[src/rtl/fetch_sequencer_pkg.sv]
`default_nettype none
// ============================================================================
//  Package   : fetch_pkg
//  Purpose   : Shared definitions for the 6502 fetch stage. Provides the
//              sequencer state enum, the byte offsets inside the f_to_d
//              packet and the opcode size rule. Decode imports the same
//              size rule.
//  Revision  : 1.0 - initial release
// ============================================================================
package fetch_pkg;

  // Sequencer states. VEC_LO/VEC_HI are only reachable when reset-vector
  // fetch is compiled in.
  typedef enum logic [2:0] {
    FETCH  = 3'd0,
    OP_W   = 3'd1,
    OPR1_W = 3'd2,
    OPR2_W = 3'd3,
    HOLD   = 3'd4,
    HALT   = 3'd5,
    VEC_LO = 3'd6,
    VEC_HI = 3'd7
  } fetch_state_e;

  // Byte lanes of the 24-bit f_to_d packet.
  localparam int unsigned PKT_OPCODE_LSB = 0;
  localparam int unsigned PKT_OPR1_LSB   = 8;
  localparam int unsigned PKT_OPR2_LSB   = 16;

  // Instruction length in bytes for an opcode; 0 marks an opcode that this
  // core does not implement.
  function automatic logic [1:0] instr_size(input logic [7:0] op);
    logic [3:0] hi;
    logic [3:0] lo;
    logic [1:0] sz;
    hi = op[7:4];
    lo = op[3:0];
    sz = 2'd0;
    case (lo)
      4'h0: begin
        if (hi == 4'h0 || hi == 4'h4 || hi == 4'h6) sz = 2'd1;
        else if (hi == 4'h2)                        sz = 2'd3;
        else if (hi == 4'h8)                        sz = 2'd0;
        else                                        sz = 2'd2;
      end
      4'h1, 4'h5, 4'h6: sz = 2'd2;
      4'h8:             sz = 2'd1;
      4'h9: begin
        if (hi[0])           sz = 2'd3;
        else if (hi == 4'h8) sz = 2'd0;
        else                 sz = 2'd2;
      end
      4'hA: begin
        if (!hi[0] || hi == 4'h9 || hi == 4'hB) sz = 2'd1;
        else                                    sz = 2'd0;
      end
      4'h2: sz = (hi == 4'hA) ? 2'd2 : 2'd0;
      4'h4: begin
        case (hi)
          4'h2, 4'h8, 4'h9, 4'hA, 4'hB, 4'hC, 4'hE: sz = 2'd2;
          default:                                  sz = 2'd0;
        endcase
      end
      4'hC: begin
        case (hi)
          4'h2, 4'h4, 4'h6, 4'h8, 4'hA, 4'hB, 4'hC, 4'hE: sz = 2'd3;
          default:                                        sz = 2'd0;
        endcase
      end
      4'hD: sz = 2'd3;
      4'hE: sz = (hi == 4'h9) ? 2'd0 : 2'd3;
      default: sz = 2'd0;
    endcase
    return sz;
  endfunction

endpackage
`default_nettype wire

[src/rtl/fetch_sequencer_if.sv]
`default_nettype none
// ============================================================================
//  Interface : fetch_sequencer_if
//  Purpose   : Bundles the fetch stage's memory read port, the f_to_d
//              handshake to decode, the execute redirect and the halt flag.
//  Ports     : master - the fetch sequencer (drives reads and packets)
//              slave  - the environment (memory, decode, execute)
//  Revision  : 1.0 - initial release
// ============================================================================
interface fetch_sequencer_if;
  logic        mem_rd;
  logic [15:0] mem_addr;
  logic [7:0]  mem_rdata;
  logic [23:0] f_to_d_reg;
  logic        fd_valid;
  logic        fd_ready;
  logic [15:0] fd_pc;
  logic [1:0]  fd_size;
  logic        redirect_valid;
  logic [15:0] redirect_pc;
  logic        illegal;

  modport master (
    output mem_rd, mem_addr, f_to_d_reg, fd_valid, fd_pc, fd_size, illegal,
    input  mem_rdata, fd_ready, redirect_valid, redirect_pc
  );

  modport slave (
    input  mem_rd, mem_addr, f_to_d_reg, fd_valid, fd_pc, fd_size, illegal,
    output mem_rdata, fd_ready, redirect_valid, redirect_pc
  );
endinterface
`default_nettype wire

[src/rtl/fetch_sequencer.sv]
`default_nettype none
// ============================================================================
//  Module    : fetch_sequencer
//  Purpose   : 6502 fetch-stage controller. Reads instruction bytes through
//              a byte-wide memory port with one cycle of read latency,
//              assembles 1..3 byte instructions and hands them to decode
//              through a valid/ready handshake. Handles PC sequencing,
//              execute redirects and halting on unimplemented opcodes.
//  Ports     : clk, rst - clock, synchronous active-high reset
//              bus      - fetch_sequencer_if.master (memory read port,
//                         f_to_d packet/handshake, redirect, illegal)
//  Params    : RESET_PC - PC loaded at reset
//  Macros    : RESET_VECTOR_FETCH_EN - when defined, the PC is loaded from
//              the reset vector at FFFC/FFFD before the first fetch.
//  Revision  : 1.0 - initial release
// ============================================================================
module fetch_sequencer
  import fetch_pkg::*;
#(
  parameter logic [15:0] RESET_PC = 16'h8000
) (
  input  logic              clk,
  input  logic              rst,
  fetch_sequencer_if.master bus
);

  fetch_state_e state_q, state_d;
  logic [15:0]  pc_q, pc_d;
  logic [23:0]  pkt_q, pkt_d;
  logic [15:0]  fd_pc_q, fd_pc_d;
  logic [1:0]   size_q, size_d;

  logic         rd_en;
  logic [15:0]  rd_addr;
  logic [1:0]   op_size;
  logic         vec_busy;

`ifdef RESET_VECTOR_FETCH_EN
  localparam fetch_state_e START_STATE = VEC_LO;
  localparam logic [15:0]  VEC_ADDR_LO = 16'hFFFC;
  localparam logic [15:0]  VEC_ADDR_HI = 16'hFFFD;

  // vec_pend_q separates the cycle that issues the FFFC read from the
  // cycle that receives its data, both of which sit in VEC_LO.
  logic       vec_pend_q, vec_pend_d;
  logic [7:0] vec_lo_q, vec_lo_d;

  assign vec_busy = (state_q == VEC_LO) || (state_q == VEC_HI);

  always_ff @(posedge clk) begin
    if (rst) begin
      vec_pend_q <= 1'b0;
      vec_lo_q   <= 8'h00;
    end else begin
      vec_pend_q <= vec_pend_d;
      vec_lo_q   <= vec_lo_d;
    end
  end
`else
  localparam fetch_state_e START_STATE = FETCH;

  assign vec_busy = 1'b0;
`endif

  always_ff @(posedge clk) begin
    if (rst) begin
      state_q <= START_STATE;
      pc_q    <= RESET_PC;
      pkt_q   <= 24'h0;
      fd_pc_q <= 16'h0;
      size_q  <= 2'd0;
    end else begin
      state_q <= state_d;
      pc_q    <= pc_d;
      pkt_q   <= pkt_d;
      fd_pc_q <= fd_pc_d;
      size_q  <= size_d;
    end
  end

  assign op_size = instr_size(bus.mem_rdata);

  always_comb begin
    state_d = state_q;
    pc_d    = pc_q;
    pkt_d   = pkt_q;
    fd_pc_d = fd_pc_q;
    size_d  = size_q;
    rd_en   = 1'b0;
    rd_addr = 16'h0;
`ifdef RESET_VECTOR_FETCH_EN
    vec_pend_d = vec_pend_q;
    vec_lo_d   = vec_lo_q;
`endif

    case (state_q)
      FETCH: begin
        rd_en   = 1'b1;
        rd_addr = pc_q;
        state_d = OP_W;
      end

      OP_W: begin
        // A fresh opcode clears the operand lanes so short instructions
        // present zeros in their unused bytes.
        pkt_d   = {16'h0, bus.mem_rdata};
        fd_pc_d = pc_q;
        size_d  = op_size;
        case (op_size)
          2'd0:    state_d = HALT;
          2'd1:    state_d = HOLD;
          default: begin
            rd_en   = 1'b1;
            rd_addr = pc_q + 16'd1;
            state_d = OPR1_W;
          end
        endcase
      end

      OPR1_W: begin
        pkt_d[PKT_OPR1_LSB +: 8] = bus.mem_rdata;
        if (size_q == 2'd3) begin
          rd_en   = 1'b1;
          rd_addr = pc_q + 16'd2;
          state_d = OPR2_W;
        end else begin
          state_d = HOLD;
        end
      end

      OPR2_W: begin
        pkt_d[PKT_OPR2_LSB +: 8] = bus.mem_rdata;
        state_d = HOLD;
      end

      HOLD: begin
        if (bus.fd_ready) begin
          pc_d    = pc_q + {14'h0, size_q};
          state_d = FETCH;
        end
      end

      HALT: begin
        state_d = HALT;
      end

`ifdef RESET_VECTOR_FETCH_EN
      VEC_LO: begin
        rd_en = 1'b1;
        if (!vec_pend_q) begin
          rd_addr    = VEC_ADDR_LO;
          vec_pend_d = 1'b1;
        end else begin
          vec_lo_d   = bus.mem_rdata;
          rd_addr    = VEC_ADDR_HI;
          vec_pend_d = 1'b0;
          state_d    = VEC_HI;
        end
      end

      VEC_HI: begin
        pc_d    = {bus.mem_rdata, vec_lo_q};
        state_d = FETCH;
      end
`endif

      default: state_d = FETCH;
    endcase

    // A redirect overrides everything, including a same-cycle handshake:
    // the packet still counts as taken but the PC follows the redirect.
    // Reads that would be issued this cycle are dropped since their data
    // would only be discarded.
    if (bus.redirect_valid && !vec_busy) begin
      state_d = FETCH;
      pc_d    = bus.redirect_pc;
      rd_en   = 1'b0;
      rd_addr = 16'h0;
    end
  end

  // Strobes are masked while rst is high so nothing is read or offered
  // during the reset cycle itself.
  assign bus.mem_rd     = rd_en & ~rst;
  assign bus.mem_addr   = (rd_en & ~rst) ? rd_addr : 16'h0;
  assign bus.f_to_d_reg = pkt_q;
  assign bus.fd_pc      = fd_pc_q;
  assign bus.fd_size    = size_q;
  assign bus.fd_valid   = (state_q == HOLD) & ~rst;
  assign bus.illegal    = (state_q == HALT) & ~rst;

endmodule
`default_nettype wire

[src/flat_wrapper.sv]
// flat-port wrapper written by rule: the top's interface ports become plain ports
module fetch_sequencer_flat import fetch_pkg::*;
#(
  parameter logic [15:0] RESET_PC = 16'h8000
)
  (clk, rst, bus_mem_rd, bus_mem_addr, bus_f_to_d_reg, bus_fd_valid, bus_fd_pc, bus_fd_size, bus_illegal, bus_mem_rdata, bus_fd_ready, bus_redirect_valid, bus_redirect_pc);
  fetch_sequencer_if bus_i ();
  input  logic clk;
  input  logic rst;
  output wire logic [$bits(bus_i.mem_rd)-1:0] bus_mem_rd;
  output wire logic [$bits(bus_i.mem_addr)-1:0] bus_mem_addr;
  output wire logic [$bits(bus_i.f_to_d_reg)-1:0] bus_f_to_d_reg;
  output wire logic [$bits(bus_i.fd_valid)-1:0] bus_fd_valid;
  output wire logic [$bits(bus_i.fd_pc)-1:0] bus_fd_pc;
  output wire logic [$bits(bus_i.fd_size)-1:0] bus_fd_size;
  output wire logic [$bits(bus_i.illegal)-1:0] bus_illegal;
  input wire logic [$bits(bus_i.mem_rdata)-1:0] bus_mem_rdata;
  input wire logic [$bits(bus_i.fd_ready)-1:0] bus_fd_ready;
  input wire logic [$bits(bus_i.redirect_valid)-1:0] bus_redirect_valid;
  input wire logic [$bits(bus_i.redirect_pc)-1:0] bus_redirect_pc;
  assign bus_mem_rd = bus_i.mem_rd;
  assign bus_mem_addr = bus_i.mem_addr;
  assign bus_f_to_d_reg = bus_i.f_to_d_reg;
  assign bus_fd_valid = bus_i.fd_valid;
  assign bus_fd_pc = bus_i.fd_pc;
  assign bus_fd_size = bus_i.fd_size;
  assign bus_illegal = bus_i.illegal;
  assign bus_i.mem_rdata = bus_mem_rdata;
  assign bus_i.fd_ready = bus_fd_ready;
  assign bus_i.redirect_valid = bus_redirect_valid;
  assign bus_i.redirect_pc = bus_redirect_pc;
  fetch_sequencer #(.RESET_PC(RESET_PC)) u_core (.clk(clk), .rst(rst), .bus(bus_i));
endmodule
[config.mk]
export PLATFORM = sky130hd
export DESIGN_NAME = fetch_sequencer_flat
export DESIGN_NICKNAME = d
export VERILOG_FILES = /design/src/rtl/fetch_sequencer_pkg.sv /design/src/rtl/fetch_sequencer_if.sv /design/src/rtl/fetch_sequencer.sv /design/src/flat_wrapper.sv
export SDC_FILE = /design/constraint.sdc
export NUM_CORES = 1
export LEC_CHECK = 0
export ABC_AREA = 1
export CORE_MARGIN = 2
export CORE_UTILIZATION = 55
export DETAILED_ROUTE_END_ITERATION = 10
export PLACE_DENSITY = 0.87
export SYNTH_ARGS = -nofsm -noshare
export SYNTH_HDL_FRONTEND = slang
export SYNTH_SLANG_ARGS = --single-unit
[constraint.sdc]
create_clock -name clk -period 5.65 [get_ports clk]
set_input_delay 1.695 -clock clk [delete_from_list [all_inputs] [get_ports clk]]
set_output_delay 1.695 -clock clk [all_outputs]
set_load 0.1 [all_outputs]
==> results of run 1 <==
-- cells in the final DEF (no fill, tap or decap), types with 2 or more instances in the layout --
master | netlist | final
nand2_1 | 121 | 121
a21oi_1 | 74 | 71
clkdlybuf4s50_1 | 0 | 69
inv_1 | 67 | 66
nand3_1 | 65 | 65
dfxtp_1 | 61 | 61
o21ai_0 | 53 | 53
nor2_1 | 48 | 48
buf_12 | 0 | 18
nand4_1 | 13 | 13
clkbuf_8 | 1 | 10
nor2_2 | 8 | 8
nand3b_1 | 8 | 8
buf_4 | 6 | 8
xor2_1 | 7 | 7
o211ai_1 | 7 | 7
nor3_1 | 6 | 6
nand2_2 | 6 | 5
inv_2 | 3 | 4
ha_1 | 4 | 4
nand3_2 | 3 | 3
nor2_4 | 3 | 3
a21oi_2 | 0 | 3
a31oi_1 | 3 | 3
nand2_4 | 1 | 2
o21ai_1 | 2 | 2
a311oi_1 | 2 | 2
clkinvlp_4 | 0 | 2
-- logic make-up (layout without fill, tap and decap cells) --
family                     after synthesis  in the layout  synth area share (%)
DFF                                     61             61                  31.5
AOI/OAI and AO/OA                      146            146                  20.0
adders and majority gates                5              5                  1.81
xor gates and xnor gates                 7              7                  1.58
buffers and inverters                   99            182                  11.1
and+or+nand+nor                        284            284                  34.0
-- worst paths after layout --
check        slack [ps]  cells past startpoint                   endpoint                       from
max                 160                     11            bus_mem_addr[5]           bus_mem_rdata[1]
min                 470                      2  u_core.bus.f_to_d_reg[19]  u_core.bus.f_to_d_reg[19]
max reg2reg        3350                     11            u_core.pc_q[12]             u_core.pc_q[0]
min reg2reg         470                      2  u_core.bus.f_to_d_reg[19]  u_core.bus.f_to_d_reg[19]
-- power by group through the flow --
stage                     combinational (mW)  clock [mW]  sequential (mW)
after floorplan                        0.148           0            0.594
after detailed placement               0.360           0            0.488
final                                  0.364       0.403            0.480
after CTS                              0.361       0.407            0.479
after global routing                   0.384       0.424            0.482
after global placement                 0.354           0            0.487
-- through the flow --
| step | utilization [%] | hold WS, ps | instances |
|---|---|---|---|
| after floorplan | - | 499 | 602 |
| after global placement | 72.9 | 455 | 765 |
| after detailed placement | 72.9 | 460 | 765 |
| after CTS | 75.8 | 473 | 781 |
| after global routing | 75.9 | 489 | 781 |
| final | 75.9 | 469 | 781 |
-- what timing repair did --
action	CTS	global route
hold endpoints to repair	0	0
resized for setup	0	2
setup endpoints to repair	0	7
-- final cells by class --
cell class	count	area, sq um	area share [%]
clock buffers	11	141	2.74
clock inverters	5	58.8	1.14
repair buffers	95	1110	21.5
flip-flops and latches	61	1220	23.7
multi-input cells	442	2240	43.4
inverters	71	267	5.17
well taps	96	120	2.33
-- worst register-to-register path, cell delays in order, from the launching register on --
cell and delay [ps]:
dfxtp_1 510, ha_1 260, inv_1 60, fa_1 350, inv_1 190, nand3_1 230
inv_1 130, nand2_1 80, o21ai_0 150, nand3_1 80, nand2_1 70, a21oi_1 60
-- routing by layer --
layer	part of all wire (%)	global-route usage (%)	up-vias
met1	38	39.6	2065
met4	3.2	14.0	0
met2	50	58.4	241
met5	0	0	-
li1	-	-	2172
met3	8.6	8.29	35
==> summary.md, run 1 <==
| Metric | Value |
|---|---|
| Crit. End Element | primary output |
| Cell taking the most area after synthesis | dfxtp_1 |
| Site Rows | 30 |
| Delay-heaviest family, CP | buffers and inverters |
| Pin count of the biggest net entering global routing | around 50 |
| Placement Setup Slack | 63.4 ps |
| Clock Path Buffers | 2 |
| Post-synth top area share | a little under a third |
| DRC violations left | 0 |
| Status | finished clean |
| Worst vdd ir | 221 uV |
| Worst path cell trace | clkdlybuf4s50_1, inv_2, nand2_1, nor2_1, nand2_1, nor2_1, nor2_2, nand3_2, nand3_4, a21oi_1, buf_12 |
| Layout filler cell count | ~530 |
| Crit path launch type | input port |
| Sequential share of the synthesized area | 31.5% |
| Clk pin slew, worst setup/hold paths | 70 ps |
| Num ports | 89 |
| Area growth syn-to-layout | 33.2% |
| Final Setup Violations | 0 |
| Worst path required time | 3950 ps |
| Power share of the clock group | between 30% and 40% |
| Critical path's slowest cell | clkdlybuf4s50_1 |
| HPWL after detailed placement | 9450 um |
| Via count | 4513 |
| Die area | 0.00773 sq mm |
| Setup slack after layout | roughly 160 ps |
| Final period util | between 90% and 100% |
| Final worst path period need | 5490 ps |
| CTS tree | done |
| Die Y | 87.9 um |
| Flop pwr share | 38.5% |
| DP Area | 0.00495 sq mm |
| Max incr delay on CP | 540 ps |
| Global-route wire length before repair | 20100 um |
| Max Fclk | ~0.18 GHz |
| Clk root buf | clkbuf_8 |
| Worst-Skew Late Latency | 340 ps |
| Final Max Slew Viols | 0 |
| PD cells | 242 mW/mm^2 |
| Synthesized area per cell | around 6.4 sq um |
| First drt pass iteration count | 7 |
| Fraction of layout cells with a size suffix above 1 | 10.4% |
| Yosys warnings | 0 |
| Initial DRC Count | 396 |
| Detail Route Antenna Nets | 0 |
| Crit path arrival time | 3790 ps |
| Horiz. Die Dim | 87.9 um |
| Total wire length | 12800 um |
| NetSw | 478 uW |
| Async S/R FF share, synth | 0% |
| Crit Path Max Fanout | 17 |
| Core area | ~0.0068 sq mm |
| Top_reg_cell synth | dfxtp_1 |
| Max_slew headroom | between 30% and 40% |
| Layout Skew | 10.1 ps |
| Max reg flops | 24 |
| Most common cell in the netlist | nand2_1 |
| Initial Utilization | 57.0% |
| LEAKAGE | 2.08 nW |
| Tightest Hold Check Type | register to register |
| Hold Vio Cnt, Final | 0 |
| Combinational share of power | between 20% and 30% |
| WP buf/inv | 3 |
| Pint | around 770 uW |
| Cts bufs inserted | 9 |
| Clock Sinks | 61 |
| Total grt overflow | 0 |
| Distinct cells, synth | 37 |
| GP Congestion | approximately 0.93 |
| Setup bufs post-CTS | 0 |
| Max-cap violations | 0 |
| Synth Register Bits | 61 |
| Routed len/inst | 16.4 um |
| Initial antenna violation count | 0 |
| Number of synthesized flops with an enable pin | 0 |
| Fin Setup TNS | 0 ps |
| H-Tree Depth | 3 |
| Tightest Pin Transition | a little over 1000 ps |
| Synth top cells by count | nand2_1, a21oi_1, inv_1 |
| Net Sw Frac | roughly two fifths |
| Vias per cell | 5.78 |
| Crit Path Category | input port to primary output |
| CTS Hold Bufs | 0 |
| Post-synth net total | approximately 640 |
| Ant. Diodes | 0 |
| Syn Inst Count | 602 |
| Area contributors post-synth | dfxtp_1, nand2_1, a21oi_1 |
| Mapped Area | 0.00387 sq mm |
| IO Port Bufs | 88 |
| Design Area, Final | ~0.0052 sq mm |
| Gr usage total | 33.7% |
| RSZ-0062 raised after global routing | no |
| Post-layout net count | between 700 and 800 |
| Vias in the first global route | 4244 |
| Total power | 1.25 mW |
Power figures use the tool's default switching activity.
==> run 2: changes to the inputs <==
--- a/config.mk
+++ b/config.mk
@@ -9,6 +9,7 @@
 export CORE_MARGIN = 2
 export CORE_UTILIZATION = 55
 export DETAILED_ROUTE_END_ITERATION = 10
+export GPL_ROUTABILITY_DRIVEN = 0
 export PLACE_DENSITY = 0.87
 export SYNTH_ARGS = -nofsm -noshare
 export SYNTH_HDL_FRONTEND = slang
==> constraint.sdc (replaced) <==
create_clock -name clk -period 5.65 [get_ports clk]
set_input_delay 1.695 -clock clk [delete_from_list [all_inputs] [get_ports clk]]
set_output_delay 1.695 -clock clk [all_outputs]
set_load 0.005 [all_outputs]
==> run 2 against run 1 <==
  * Via count rose by 4.4%
  * Critical path depth rose by 2
  * First-iteration DRC count rose by 47%
  * Clock power fell by 1%
  * Global-route usage fell by 1.6 points
  * Die area did not move
  * Cell count rose by 1.0%
  * Utilization fell by 0.46 points
  * Total power fell by 11%
  * Wire length rose by 2.5%
  * Sequential share of layout area rose by 0.14 points
  * Critical endpoint is now bus_mem_addr[0]
  * Highest routed layer unchanged
==> summary.md, run 2 (synthesis gave the netlist of run 1 again) <==
| Metric | Value |
|---|---|
| Die area | 0.00773 sq mm |
| WL met2 | 6240 um |
| Crit. End Element | primary output |
| Most common library cell in the layout ignoring fill and taps | nand2_1 |
| Die Y | 87.9 um |
| Most frequent cells in the layout | nand2_1, clkdlybuf4s50_1, a21oi_1, inv_1, nand3_1 |
| NetSw | 345 uW |
| Worst path required time | 3950 ps |
| Crit Path Category | input port to primary output |
| Pin count of the biggest net entering global routing | 40 |
| Flop pwr share | 43.1% |
| Global-route wire length before repair | 19400 um |
| LEAKAGE | around 2.1 nW |
| Crit path arrival time | 3910 ps |
| Horiz. Die Dim | approximately 90 um |
| Post-layout net count | slightly above 700 |
| Delay-heaviest family, CP | buffers and inverters |
| Area growth syn-to-layout | 32.4% |
| Total wire length | around 13000 um |
| Vias in the first global route | 4187 |
| Detail Route Antenna Nets | 0 |
| Worst r2r src | u_core.state_q[1] |
| Clock Path Buffers | 2 |
| Max_slew headroom | 30.1% |
| Final worst path period need | 5600 ps |
| Worst-Skew Late Latency | around 350 ps |
| Crit Path Max Fanout | 6 |
| CTS Hold Bufs | 0 |
| Top sig layer | met4 |
| Worst path cell trace | clkdlybuf4s50_1, inv_1, nand2_1, nor2_1, nand2_1, nand3_1, nor2_4, nand2_4, nand2_1, nand2_1, nand2_1, nor2_1, clkdlybuf4s50_1 |
| Cts bufs inserted | 9 |
| Ant. Diodes | 0 |
| IO Port Bufs | a little under 90 |
| Crit path launch type | input port |
| Via count | 4710 |
| Worst vdd ir | 164 uV |
| Max Fclk | about 0.18 GHz |
| Total power | around 1.1 mW |
| HPWL after detailed placement | 8760 um |
| Core area | roughly 0.0068 sq mm |
| Pint | slightly below 800 uW |
| Initial antenna violation count | 0 |
| Max incr delay on CP | 530 ps |
| Routed len/inst | 16.6 um |
| Final period util | 99.2% |
| Total grt overflow | 0 |
| Final Setup Violations | 0 |
| Min-delay src | u_core.bus.f_to_d_reg[21] |
| Worst setup path start | bus_mem_rdata[2] |
| Tightest Pin Transition | 1050 ps |
| H-Tree Depth | 3 |
| Power share of the clock group | between 30% and 40% |
| WP buf/inv | 3 |
| Hold Vio Cnt, Final | 0 |
| Initial DRC Count | 584 |
| PD cells | 217 mW/mm^2 |
| Critical path's slowest cell | clkdlybuf4s50_1 |
| Met3 wire length | 1300 um |
| First drt pass iteration count | 6 |
| Layout filler cell count | 534 |
| Num ports | 89 |
| Layout Skew | 16.8 ps |
| Max-cap violations | 0 |
| Max reg flops | 24 |
| CP most frequent cell | nand2_1 |
| Clock Sinks | 61 |
| Clk root buf | clkbuf_8 |
| Final Max Slew Viols | 0 |
| Combinational share of power | 21.1% |
| Vias per cell | 5.97 |
| Tightest Hold Check Type | register to register |
| CTS tree | done |
| Gr usage total | 32.1% |
| Net Sw Frac | 30.9% |
| Status | finished clean |
| DRC violations left | 0 |
| Fraction of layout cells with a size suffix above 1 | 9.96% |
| Clk pin slew, worst setup/hold paths | 70 ps |
| Fin Setup TNS | 0 ps |
| Layout Utilization | 75.5% |
| Site Rows | 30 |
| WL met1 | 4880 um |
| Initial Utilization | 57.0% |
run 2: routing by layer:
| layer | track usage (%) | vias to the layer above |
|---|---|---|
| li1 | - | 2181 |
| met2 | 53.5 | 321 |
| met1 | 37.6 | 2135 |
| met5 | 0 | - |
| met4 | 17.3 | 0 |
| met3 | 8.29 | 73 |
run 2: stage by stage:
stage,worst slack [ps],cell area (sq um),instances,hold slack [ps]
after floorplan,1280,3870,602,462
after global placement,40.7,4790,768,456
after detailed placement,-59.0,4790,768,467
after CTS,1.95,4990,784,477
after global routing,-17.5,5130,789,495
final,45.3,5130,789,474
run 2: cell type report:
class / instances / area (sq um) / share of cell area [%]
tap: 96 / 120 / 2.34
inverter: 71 / 267 / 5.20
timing repair buffer: 100 / 995 / 19.4
clock buffer: 11 / 141 / 2.76
multi-input combinational: 445 / 2320 / 45.3
clock inverter: 5 / 60.1 / 1.17
sequential: 61 / 1220 / 23.8
run 2: worst paths after layout:
kind	endpoint	slack (ps)	cells after the start
hold reg to reg	u_core.bus.f_to_d_reg[21]	470	2
setup reg to reg	u_core.bus.fd_pc[9]	3310	6
setup / recovery	bus_mem_addr[0]	50	13
hold / removal	u_core.bus.f_to_d_reg[21]	470	2
run 2: worst reg2reg max path: stages, from the launching register on:
cell	delay [ps]
dfxtp_1	470
inv_1	260
nand3_2	230
inv_2	540
buf_4	430
o21ai_0	160
a21oi_1	180
run 2: power groups by stage:
stage | clock [mW] | sequential [mW] | combinational [mW]
detailed placement | 0 | 0.488 | 0.210
global route | 0.422 | 0.483 | 0.252
CTS | 0.401 | 0.479 | 0.212
global placement | 0 | 0.487 | 0.205
finish | 0.399 | 0.481 | 0.235
floorplan | 0 | 0.481 | 0.123
run 2: repair_timing:
item | 4_1_cts | 5_1_grt
hold endpoints to repair | 0 | 0
pin swaps | 0 | 4
gates resized for setup | 2 | 23
endpoints found under the setup margin | 8 | 17
cloned | 0 | 3
setup buffers | 0 | 2
==> run 3: changes to the inputs <==
--- a/config.mk
+++ b/config.mk
@@ -9,8 +9,7 @@
 export CORE_MARGIN = 2
 export CORE_UTILIZATION = 55
 export DETAILED_ROUTE_END_ITERATION = 10
-export GPL_ROUTABILITY_DRIVEN = 0
-export PLACE_DENSITY = 0.87
+export PLACE_DENSITY = 0.92
 export SYNTH_ARGS = -nofsm -noshare
 export SYNTH_HDL_FRONTEND = slang
 export SYNTH_SLANG_ARGS = --single-unit
==> run 3 against run 2 <==
  * Utilization grew 0.26 points
  * Die area is the same
  * Global-route usage grew 0.99 points
  * Cell count grew 1.3%
  * Flip-flop and latch count is the same
  * Largest power group unchanged
==> summary.md, run 3 (synthesis gave the netlist of run 1 again) <==
| Metric | Value |
|---|---|
| NetSw | 339 uW |
| Clock Sinks | 61 |
| Max_slew headroom | a little over two fifths |
| Worst-Skew Late Latency | between 300 and 400 ps |
| Initial antenna violation count | 0 |
| Routed len/inst | approximately 16 um |
| Fraction of layout cells with a size suffix above 1 | 11.0% |
| Crit Path Max Fanout | 8 |
| Hold Vio Cnt, Final | 0 |
| Gr usage total | 33.1% |
| Register Area | 0.00122 sq mm |
| Clk pin slew, worst setup/hold paths | 70 ps |
| Cts bufs inserted | 9 |
| Pint | 715 uW |
| Die area | 0.00773 sq mm |
| Initial Utilization | 57.0% |
| Horiz. Die Dim | 87.9 um |
| CTS Hold Bufs | 0 |
| Post-layout net count | about 730 |
| Hold endpoint | u_core.bus.f_to_d_reg[19] |
| HPWL after detailed placement | around 9400 um |
| Layout Skew | 14.0 ps |
| Vias in the first global route | a little over 4000 |
| Flop pwr share | 45.6% |
| WHS Path Cells | 2 |
| Num ports | 89 |
| Min-delay src | u_core.bus.f_to_d_reg[19] |
| Worst path required time | 3950 ps |
| Pin count of the biggest net entering global routing | 37 |
| Die Y | 87.9 um |
| Final worst path period need | 5530 ps |
| Reg2reg path depth | 11 |
| LEAKAGE | about 2.1 nW |
| Most common library cell in the layout ignoring fill and taps | nand2_1 |
| Crit path launch type | input port |
| Via count | 4601 |
| Crit Path Category | input port to primary output |
| Max-cap violations | 0 |
| Inst Count DP | 777 |
| GP Congestion | 0.979 |
| Max Fclk | 0.181 GHz |
| Crit. End Element | primary output |
| First drt pass iteration count | 5 |
| Area growth syn-to-layout | 32.9% |
| Net Sw Frac | 32.1% |
| Global-route wire length before repair | between 15000 and 20000 um |
| Clock Path Buffers | 2 |
| Tightest Hold Check Type | register to register |
| Final Non-Filler Cells | roughly 800 |
| Final Max Slew Viols | 0 |
| Site Rows | 30 |
| Total wire length | 13100 um |
| Core area | 0.00679 sq mm |
| IO Port Bufs | between 80 and 90 |
| R2R Path End | u_core.pc_q[12] |
| Detail Route Antenna Nets | 0 |
| Ant. Diodes | 0 |
| Layout filler cell count | between 500 and 600 |
| Status | finished clean |
| FF-to-FF setup slack | roughly 3300 ps |
| Multi-input logic area | 0.00229 sq mm |
| Final period util | a little over nine tenths |
| Most frequent cells in the layout | nand2_1, clkdlybuf4s50_1, a21oi_1, nand3_1, inv_1 |
| Initial DRC Count | 435 |
| Layout Utilization | 75.7% |
| Final Setup Violations | 0 |
| Total grt overflow | 0 |
| Crit path arrival time | 3840 ps |
| CTS tree | done |
| Power share of the clock group | 32.0% |
| Vias per cell | 5.76 |
| Tightest Pin Transition | approximately 830 ps |
| Combinational share of power | 22.5% |
| Worst r2r src | u_core.pc_q[0] |
| PD cells | 205 mW/mm^2 |
| Worst vdd ir | 185 uV |
| Max reg flops | 24 |
| DRC violations left | 0 |
| H-Tree Depth | 3 |
| Clk root buf | clkbuf_8 |
-- run 3: cell type report --
type | count | area share (%)
Clock buffer | 11 | 2.55
Clock inverter | 5 | 0.535
Inverter | 71 | 5.18
Multi-Input combinational cell | 444 | 44.6
Sequential cell | 61 | 23.7
Tap cell | 96 | 2.34
Timing Repair Buffer | 111 | 21.1
-- run 3: critical path: stages --
cell and delay, ps:
clkdlybuf4s50_1 460, inv_2 110, nand2_1 80, nor2_1 120, o21ai_0 110, nand2_1 120
nor2_4 70, nand2_4 120, nand2_1 110, nand2_1 100, nand2_1 60, nor2_1 150
clkdlybuf4s50_1 530
-- run 3: metal layers --
metal	wire length [um]	share of wire, %	vias to the layer above	global-route usage, %
met5	0	0	-	0
met4	562	4.3	0	15.9
met3	986	7.5	52	6.22
met2	6440	49	259	57.3
met1	5100	39	2089	39.2
li1	-	-	2201	-
-- run 3: how the worst max path moves through the flow --
stage                          start                to  slack (ps)  depth (start not counted)
floorplan           bus_mem_rdata[4]  bus_mem_addr[14]        1280                         11
global placement    bus_mem_rdata[3]   bus_mem_addr[0]          50                         13
detailed placement  bus_mem_rdata[1]   bus_mem_addr[0]           4                         13
CTS                 bus_mem_rdata[1]   bus_mem_addr[6]          50                         11
global route        bus_mem_rdata[0]   bus_mem_addr[0]         -20                         13
finish              bus_mem_rdata[0]   bus_mem_addr[0]         120                         13
-- run 3: power by group through the flow --
stage,clock (mW),sequential [mW],combinational [mW]
after floorplan,0,0.481,0.123
after global placement,0,0.487,0.216
after detailed placement,0,0.488,0.220
after CTS,0.339,0.479,0.223
after global routing,0.355,0.482,0.257
final,0.337,0.480,0.237
-- run 3: metrics by stage --
stage                     power [mW]  area [sq um]  TNS (ps)  hold WS, ps  setup WS (ps)
after CTS                       1.04          5030         0          469           53.4
after global routing            1.09          5140     -37.6          494          -20.8
after floorplan                0.604          3870         0          462           1280
after global placement         0.704          4870         0          451           47.5
final                           1.05          5140         0          469            117
after detailed placement       0.708          4870         0          458           3.96
-- run 3: repair_timing --
item | CTS | global route
endpoints found under the setup margin | 1 | 17
gates resized for setup | 1 | 23
pin swaps | 0 | 2
gates cloned | 0 | 2
setup buffers | 0 | 4
